## src/rtl/reco_pkg.sv

```systemverilog
// Shared types and constants for the recogniser run controller.
package reco_pkg;

  typedef enum logic [2:0] {
    IDLE  = 3'd0,
    CLEAR = 3'd1,
    ARM   = 3'd2,
    RUN   = 3'd3,
    LATCH = 3'd4,
    DONE  = 3'd5
  } state_t;

  // Largest value the 4-digit BCD display can show.
  localparam logic [15:0] SAT_MAX = 16'd9999;

endpackage

```

## src/rtl/rise_detect.sv

```systemverilog
// Rising-edge detector.
// After reset, d must be seen low at least once before a pulse can fire.
// As a result, a level held high through reset release never looks like a new edge.
module rise_detect (
  input  logic clk,
  input  logic clr,
  input  logic d,
  output logic pulse
);

  logic prev;
  logic armed;

  // Remember the last sampled level, and whether a low level has been seen since reset.
  always_ff @(posedge clk or posedge clr) begin
    if (clr) begin
      prev  <= 1'b0;
      armed <= 1'b0;
    end else begin
      prev <= d;
      if (!d) armed <= 1'b1;
    end
  end

  assign pulse = d & ~prev & armed;

endmodule

```

## src/rtl/reco_ctrl.sv

```systemverilog
// Run controller for the pattern recogniser.
// Each run clears the recogniser, loads the pattern and counts a fixed window.
// It then latches the saturated match count for the BCD display.
module reco_ctrl
  import reco_pkg::*;
#(
  parameter int CLR_CYCLES = 2,
  parameter int RUN_CYCLES = 64
) (
  input  logic        clk,
  input  logic        clr,
  input  logic        start,
  input  logic        abort,
  input  logic [15:0] sw,
  input  logic [15:0] reco_count,
  output logic        reco_clr,
  output logic        reco_en,
  output logic [15:0] reco_sw,
  output logic [13:0] result,
  output logic        overflow,
  output logic        busy,
  output logic        done
);

  localparam logic [15:0] CLR_LOAD = 16'(CLR_CYCLES - 1);
  localparam logic [15:0] RUN_LOAD = 16'(RUN_CYCLES - 1);

  state_t      state;
  state_t      nxt;
  logic [15:0] cnt;
  logic        start_pulse;
  logic        run_begin;

  // Clamp the recogniser count to what the display can show.
  function automatic logic [13:0] sat_count(input logic [15:0] v);
    if (v > SAT_MAX) return SAT_MAX[13:0];
    return v[13:0];
  endfunction

  rise_detect u_start_edge (
    .clk   (clk),
    .clr   (clr),
    .d     (start),
    .pulse (start_pulse)
  );

  // Next-state decode: abort overrides everything, including a coincident start edge.
  always_comb begin
    nxt = state;
    unique case (state)
      IDLE:    if (start_pulse) nxt = CLEAR;
      CLEAR:   if (cnt == 16'd0) nxt = ARM;
      ARM:     nxt = RUN;
      RUN:     if (cnt == 16'd0) nxt = LATCH;
      LATCH:   nxt = DONE;
      DONE:    if (start_pulse) nxt = CLEAR;
      default: nxt = IDLE;
    endcase
    if (abort) nxt = IDLE;
  end

  // A run begins only from IDLE or DONE; start edges in busy states fall through unused.
  assign run_begin = (nxt == CLEAR) && (state == IDLE || state == DONE);

  // State register.
  always_ff @(posedge clk or posedge clr) begin
    if (clr) state <= IDLE;
    else     state <= nxt;
  end

  // Shared down-counter, reloaded on entry to CLEAR and RUN.
  always_ff @(posedge clk or posedge clr) begin
    if (clr)                            cnt <= 16'd0;
    else if (abort)                     cnt <= 16'd0;
    else if (run_begin)                 cnt <= CLR_LOAD;
    else if (state == ARM && nxt == RUN) cnt <= RUN_LOAD;
    else if (cnt != 16'd0)              cnt <= cnt - 16'd1;
  end

  // Capture the pattern at run start so sw may change freely during the run.
  always_ff @(posedge clk or posedge clr) begin
    if (clr)            reco_sw <= 16'd0;
    else if (run_begin) reco_sw <= sw;
  end

  // Latch the result once per run; it holds across later runs until their own LATCH.
  always_ff @(posedge clk or posedge clr) begin
    if (clr) begin
      result   <= 14'd0;
      overflow <= 1'b0;
    end else if (abort) begin
      result   <= 14'd0;
      overflow <= 1'b0;
    end else if (state == LATCH) begin
      result   <= sat_count(reco_count);
      overflow <= (reco_count > SAT_MAX);
    end
  end

  assign reco_clr = (state == CLEAR);
  assign reco_en  = (state == ARM);
  assign busy     = (state == CLEAR) || (state == ARM) || (state == RUN) || (state == LATCH);
  assign done     = (state == DONE);

endmodule

```

## config.mk

```make
export PLATFORM = sky130hd
export DESIGN_NAME = reco_ctrl
export DESIGN_NICKNAME = d
export VERILOG_FILES = /design/src/rtl/reco_pkg.sv /design/src/rtl/rise_detect.sv /design/src/rtl/reco_ctrl.sv
export SDC_FILE = /design/constraint.sdc
export NUM_CORES = 1
export LEC_CHECK = 0
export CAP_MARGIN = 20
export CELL_PAD_IN_SITES_DETAIL_PLACEMENT = 1
export CELL_PAD_IN_SITES_GLOBAL_PLACEMENT = 1
export CORE_MARGIN = 2
export CORE_UTILIZATION = 37
export CTS_CLUSTER_SIZE = 28
export DETAILED_ROUTE_END_ITERATION = 10
export PLACE_DENSITY = 0.91
export SETUP_SLACK_MARGIN = 0.4
export SYNTH_ARGS = -nofsm -noshare
export SYNTH_HDL_FRONTEND = slang
export SYNTH_SLANG_ARGS = --single-unit
```

## constraint.sdc

```tcl
create_clock -name clk -period 2.1 [get_ports clk]
set_input_delay 0.315 -clock clk [delete_from_list [all_inputs] [get_ports clk]]
set_output_delay 0.315 -clock clk [all_outputs]
set_load 0.01 [all_outputs]
```

Yosys cells after proc, flatten, opt, wreduce, memory -nomap -nowiden:

Index checks and enable logic that the tools add are counted.

* add/subtract/negate cells: 1
* $lt $le $gt $ge: 1
* equality and inequality tests: 7
* muxes and demuxes: 18
* bitwise gates (word level): 3
* reduce and logical (&&, ||, !) cells: 12

Operators with widths (number)
* 2-to-1 mux 16 bit: 4
* 2-to-1 mux 14 bit: 4
* greater-than comparator 16 x 14 -> 1 bit, second input constant: 1
* zero test 16 bit: 1
* nonzero test 16 bit: 1
* subtractor 16 x 1 -> 16 bit, second input constant: 1
* case mux 3 bit (5 select lines): 1
* 2-to-1 mux 3 bit: 4
* == test 3 x 2 -> 1 bit, second input constant: 3
* == test 3 x 1 -> 1 bit, second input constant: 2
* == test 3 bit, second input constant: 2
* 2-to-1 mux 1 bit: 5
* logical OR 1 bit: 4
* nonzero test 4 bit: 1
* zero test 3 bit: 1
* AND 1 bit: 2
* logical AND 1 bit: 2
* nonzero test 2 bit: 1
* OR reduction 2 bit: 1
* NOT 1 bit: 1

* register bits after elaboration: 52
* bits of input ports: 36
* output and inout bits: 35
* word-level logic and storage cells: 49

Longest topological paths before layout:

* depth after elaboration: 11
* mapped depth: 7
* gate-level depth less buffers: 6

Cells and area by module:

Synthesis repeated with hierarchy kept, for this count alone.

* cells, all modules: 218
* area total of the unflattened synthesis: 2419.8 µm²

Modules (own cells, without submodules)
* reco_ctrl: times used 1, cells each 213, area an instance 2351.0 µm², sequential area each 1251.2 µm²
* rise_detect: times used 1, cells each 5, area an instance 68.8 µm², sequential area each 50.0 µm²

Worst setup path before layout:

OpenSTA, ideal clock, no wires.

* kind: reg2reg
* start: reg state[2]
* end: reg reco_sw[15]
* library setup time: 125 ps
* arrival time: 1663 ps
* data required time: 1975 ps
* path slack: 312 ps
* cell stages (with the launch flop): 6
* path buffers: 2
* period minus slack after synthesis: 1788 ps
* path through: dfrtp_1 buf_2 xor2_1 nor4_4 buf_4 mux2_2

* word-level cells in the longest chain between the ends: 6
* elaborated cells on any way between the ends: 15
* classes of those cells: eq/ne: 6; mux: 5; reduce/logical: 4

Ends and longest elaborated chain
* from (decl): line reco_ctrl.sv:28 `state_t state;`
* from (signal assigned): line reco_ctrl.sv:68 `else state <= nxt;`
* == test 3 bit or zero test 3 bit (tied branches): line reco_ctrl.sv:50, reco_ctrl.sv:63
* OR reduction 2 bit (no source line)
* case mux 3 bit (5 select lines): line reco_ctrl.sv:50 `unique case (state)`
* 2-to-1 mux 3 bit: line reco_ctrl.sv:59 `if (abort) nxt = IDLE;`
* == test 3 x 1 -> 1 bit: line reco_ctrl.sv:63 `assign run_begin = (nxt == CLEAR) && (state == IDLE || state == DONE);`
* logical AND 1 bit *: line reco_ctrl.sv:63
* to (signal assigned): line reco_ctrl.sv:83 `else if (run_begin) reco_sw <= sw;`
* to (decl): line reco_ctrl.sv:18 `output logic [15:0] reco_sw,`

Mark *: on every way between the ends. The rest lies on a longest branch, timed or not.
A chain may end at the register's enable or synchronous reset.

Final worst setup path:

* start: reg cnt[0]
* end: reg cnt[8]

* word-level cells in the longest chain between the ends: 9
* elaborated cells on any way between the ends: 16
* classes of those cells: add/sub: 1; eq/ne: 2; mux: 8; reduce/logical: 5

Ends and longest elaborated chain
* from (decl): line reco_ctrl.sv:30 `logic [15:0] cnt;`
* from (signal assigned): line reco_ctrl.sv:77 `else if (cnt != 16'd0) cnt <= cnt - 16'd1;`
* zero test 16 bit: line reco_ctrl.sv:52, reco_ctrl.sv:54
* 2-to-1 mux 3 bit, on equally long branches: line reco_ctrl.sv:54, reco_ctrl.sv:52
* case mux 3 bit (5 select lines): line reco_ctrl.sv:50
* 2-to-1 mux 3 bit: line reco_ctrl.sv:59
* == test 3 x 2 -> 1 bit: line reco_ctrl.sv:76 `else if (state == ARM && nxt == RUN) cnt <= RUN_LOAD;`
* logical AND 1 bit: line reco_ctrl.sv:76
* 2-to-1 mux 16 bit: line reco_ctrl.sv:76
* 2-to-1 mux 16 bit: line reco_ctrl.sv:75 `else if (run_begin) cnt <= CLR_LOAD;`
* 2-to-1 mux 16 bit: line reco_ctrl.sv:74 `else if (abort) cnt <= 16'd0;`

Parallel ways exist; a longest one is shown, timed or not. The select of a mux whose other input is x is not followed.

==> flow_metrics.env <==
export IMPL_syn_nets=273
export IMPL_start_util=0.380
export IMPL_area_growth_pct=62.6
export IMPL_synth_edff_count=0
export IMPL_timing_worst_slew_pin_value_ns=0.470
export IMPL_post_route_period_util=0.868
export IMPL_cts_tree="built"
export IMPL_cts_root_buf="clkbuf_8"
export IMPL_insertion_delay_ns=0.33
export IMPL_power_density_nw_per_um2=1520
export IMPL_leakage_nw=1.71
export IMPL_route_final_wire_length_um=9870
export IMPL_ir_drop_mv=0.515
export IMPL_max_slew_margin=0.685
export IMPL_gp_congestion=0.798
export IMPL_drtIter0Drc=142
export IMPL_fin_crit_ns=1.82
export IMPL_grt_overflow_total=0
export IMPL_start_kind="register"
export IMPL_grt_setup_unrepaired="true"
export IMPL_multi_input_area_um2=1560
export IMPL_layout_drive_gt1_share=0.394
export IMPL_antenna_left=0
export IMPL_yosysUniqueCellTypes=53
export IMPL_crit_type="register to register"
export IMPL_antenna_cells=0
export IMPL_drv_cap=0
export IMPL_ys_async_sr_fraction=1.00
export IMPL_fp_coreArea_um2=6790
export IMPL_path_clk_slew_ns=0.10
export IMPL_grtUsageTotal=0.242
export IMPL_power_switching_mw=2.86
export IMPL_dp_hpwl_um=5680
export IMPL_worstPathArrival_ns=2.07
export IMPL_rows=30
export IMPL_syn_area_um2=2580
export IMPL_yosys_top_cells_area="dfrtp_1 50%, mux2_2 3.9%, o21ai_0 3.1%"
export IMPL_detailedRoute_firstPassIterationCount=4
export IMPL_seqCellArea_um2=1310
export IMPL_ys_seq_area_frac=0.503
export IMPL_grt_pass1_vias=2879
export IMPL_fin_skew_ns=0.0194
export IMPL_die_w_um=87.6
export IMPL_htree_levels=2
export IMPL_netSwitchingFraction=0.448
export IMPL_worstPathRequired_ns=2.34
export IMPL_whs_ns=0.338
export IMPL_synthCells=236
export IMPL_fill_cells=713
export IMPL_yosysTopAreaCell="dfrtp_1"
export IMPL_die_area_um2=7670
export IMPL_seqPwrFrac=0.255
export IMPL_numCtsBuffers=5
export IMPL_syn_avg_cell_area_um2=11.0
export IMPL_synth_top_flop_cell="dfrtp_1"
export IMPL_finalMaxSlewViolations=0
export IMPL_remaining_drc_errors=0
export IMPL_p_int_mw=3.53
export IMPL_fin_nets=389
export IMPL_vias=2590
export IMPL_combPwrFrac=0.650
export IMPL_grt_first_pass_wirelength_um=14300
export IMPL_path_max_fanout=4
export IMPL_fmax_mhz=549
export IMPL_synth_seq_cells=52
export IMPL_io_pins=71
export IMPL_synth_top_area_frac=0.503
export IMPL_cts_sinks=52
export IMPL_viasPerCell=5.77
export IMPL_endpoint_kind="register"
export IMPL_wl_per_cell_um=22.0
export IMPL_p_clk_frac=0.095
export IMPL_clock_path_buffers=2
export IMPL_die_h_um=87.6
export IMPL_place_port_buffers=70
export IMPL_antenna_found_initial=0
export IMPL_outcome="completed"
export IMPL_hp_class="input pin to async pin"
export IMPL_grt_max_degree=32
export IMPL_setup_viol=0
export IMPL_setup_tns_ns=0
export IMPL_finalHoldViolations=0
export IMPL_yosys_warnings=0
[critical path: stages, from the launching register on]
cell	delay, ns
dfrtp_1	0.42
inv_2	0.10
ha_4	0.13
nor3b_4	0.26
buf_6	0.17
nand3_4	0.07
buf_6	0.14
or3_4	0.33
a21oi_2	0.13
[timing repair]
action / CTS / global route
setup endpoints to repair: 48 / 47
buffers inserted: 30 / 8
pin swaps: 13 / 17
gates resized for setup: 40 / 58
hold buffers: 0 / 0
gates cloned: 0 / 0
[layer usage]
metal	up-vias	track usage	share of wire
li1	1123	-	-
met1	1309	0.244	0.35
met2	116	0.471	0.55
met3	42	0.0575	0.056
met4	0	0.0951	0.045
met5	-	0	0
[cells in the final DEF, fill, tap and decap left out, types with 6 or more instances in the layout]
cell type        netlist  layout
a22oi_1                7       7
mux2_1                 7       6
buf_6                  1       8
a22o_1                 6       6
dfrtp_2                0       6
nand2_1               13      10
mux2_2                 9       8
a21oi_2                0       7
o21ai_0               16      13
nor2_1                21      13
buf_4                  1      37
clkdlybuf4s50_1        0      66
dfrtp_1               52      46
[layout make-up]
cell class	instances	area share
timing repair buffer	118	0.264
multi-input combinational	170	0.371
clock buffer	6	0.0173
sequential	52	0.311
inverter	5	0.00446
clock inverter	2	0.00387
tap	96	0.0286
[synth_stat cells (6+ instances only)]
library cell  number
a22o_1             6
nor3_1             6
nand2_1           13
a22oi_1            7
o21ai_0           16
mux2_1             7
o31ai_1            6
mux2_2             9
nor2_1            21
dfrtp_1           52
or3_1              7
a21oi_1           11
[cell families after synthesis]
logic type                 count (synthesis)  share of synthesized area
adders and majority gates                  1                    0.00484
DFF                                       52                      0.503
buffers and inverters                     14                     0.0261
AOI/OAI and AO/OA                         61                      0.171
and+or+nand+nor                           87                      0.207
muxes                                     19                     0.0813
xor gates and xnor gates                   2                    0.00678
[power groups by stage]
| stage | clock network [mW] | registers (mW) | logic [mW] |
|---|---|---|---|
| after floorplan | 0 | 1.58 | 1.48 |
| after global placement | 0 | 1.57 | 2.23 |
| after detailed placement | 0 | 1.61 | 2.39 |
| after CTS | 0.593 | 1.57 | 3.08 |
| after global routing | 0.637 | 1.65 | 4.35 |
| final | 0.607 | 1.63 | 4.16 |
[final timing paths]
path | from | end | slack [ns] | cells past startpoint
worst max-delay path | cnt[0] | cnt[8] | 0.28 | 8
worst min-delay path | clr | overflow | 0.34 | 2
worst max register to register | cnt[0] | cnt[8] | 0.28 | 8
worst min register to register | reco_sw[1] | reco_sw[1] | 0.50 | 1
max in group asynchronous | clr | state[2] | 1.21 | 3
min in group clk | reco_sw[1] | reco_sw[1] | 0.50 | 1
[metrics by stage]
stage,instances,util,area (um2),setup WS (ns),total power [mW]
after floorplan,236,-,2630,0.370,3.06
after global placement,403,0.514,3490,0.0568,3.80
after detailed placement,403,0.514,3490,-0.134,4.00
after CTS,441,0.578,3930,0.312,5.24
after global routing,449,0.619,4200,0.229,6.64
final,449,0.619,4200,0.278,6.39
[sequential cells by signal (all words and copies together), names as in the netlist]
signal / count
result: 14
reco_sw: 16
cnt: 16
u_start_edge.prev: 1
state: 3
u_start_edge.armed: 1
overflow: 1
No activity file was read; power rests on OpenSTA's default activity.
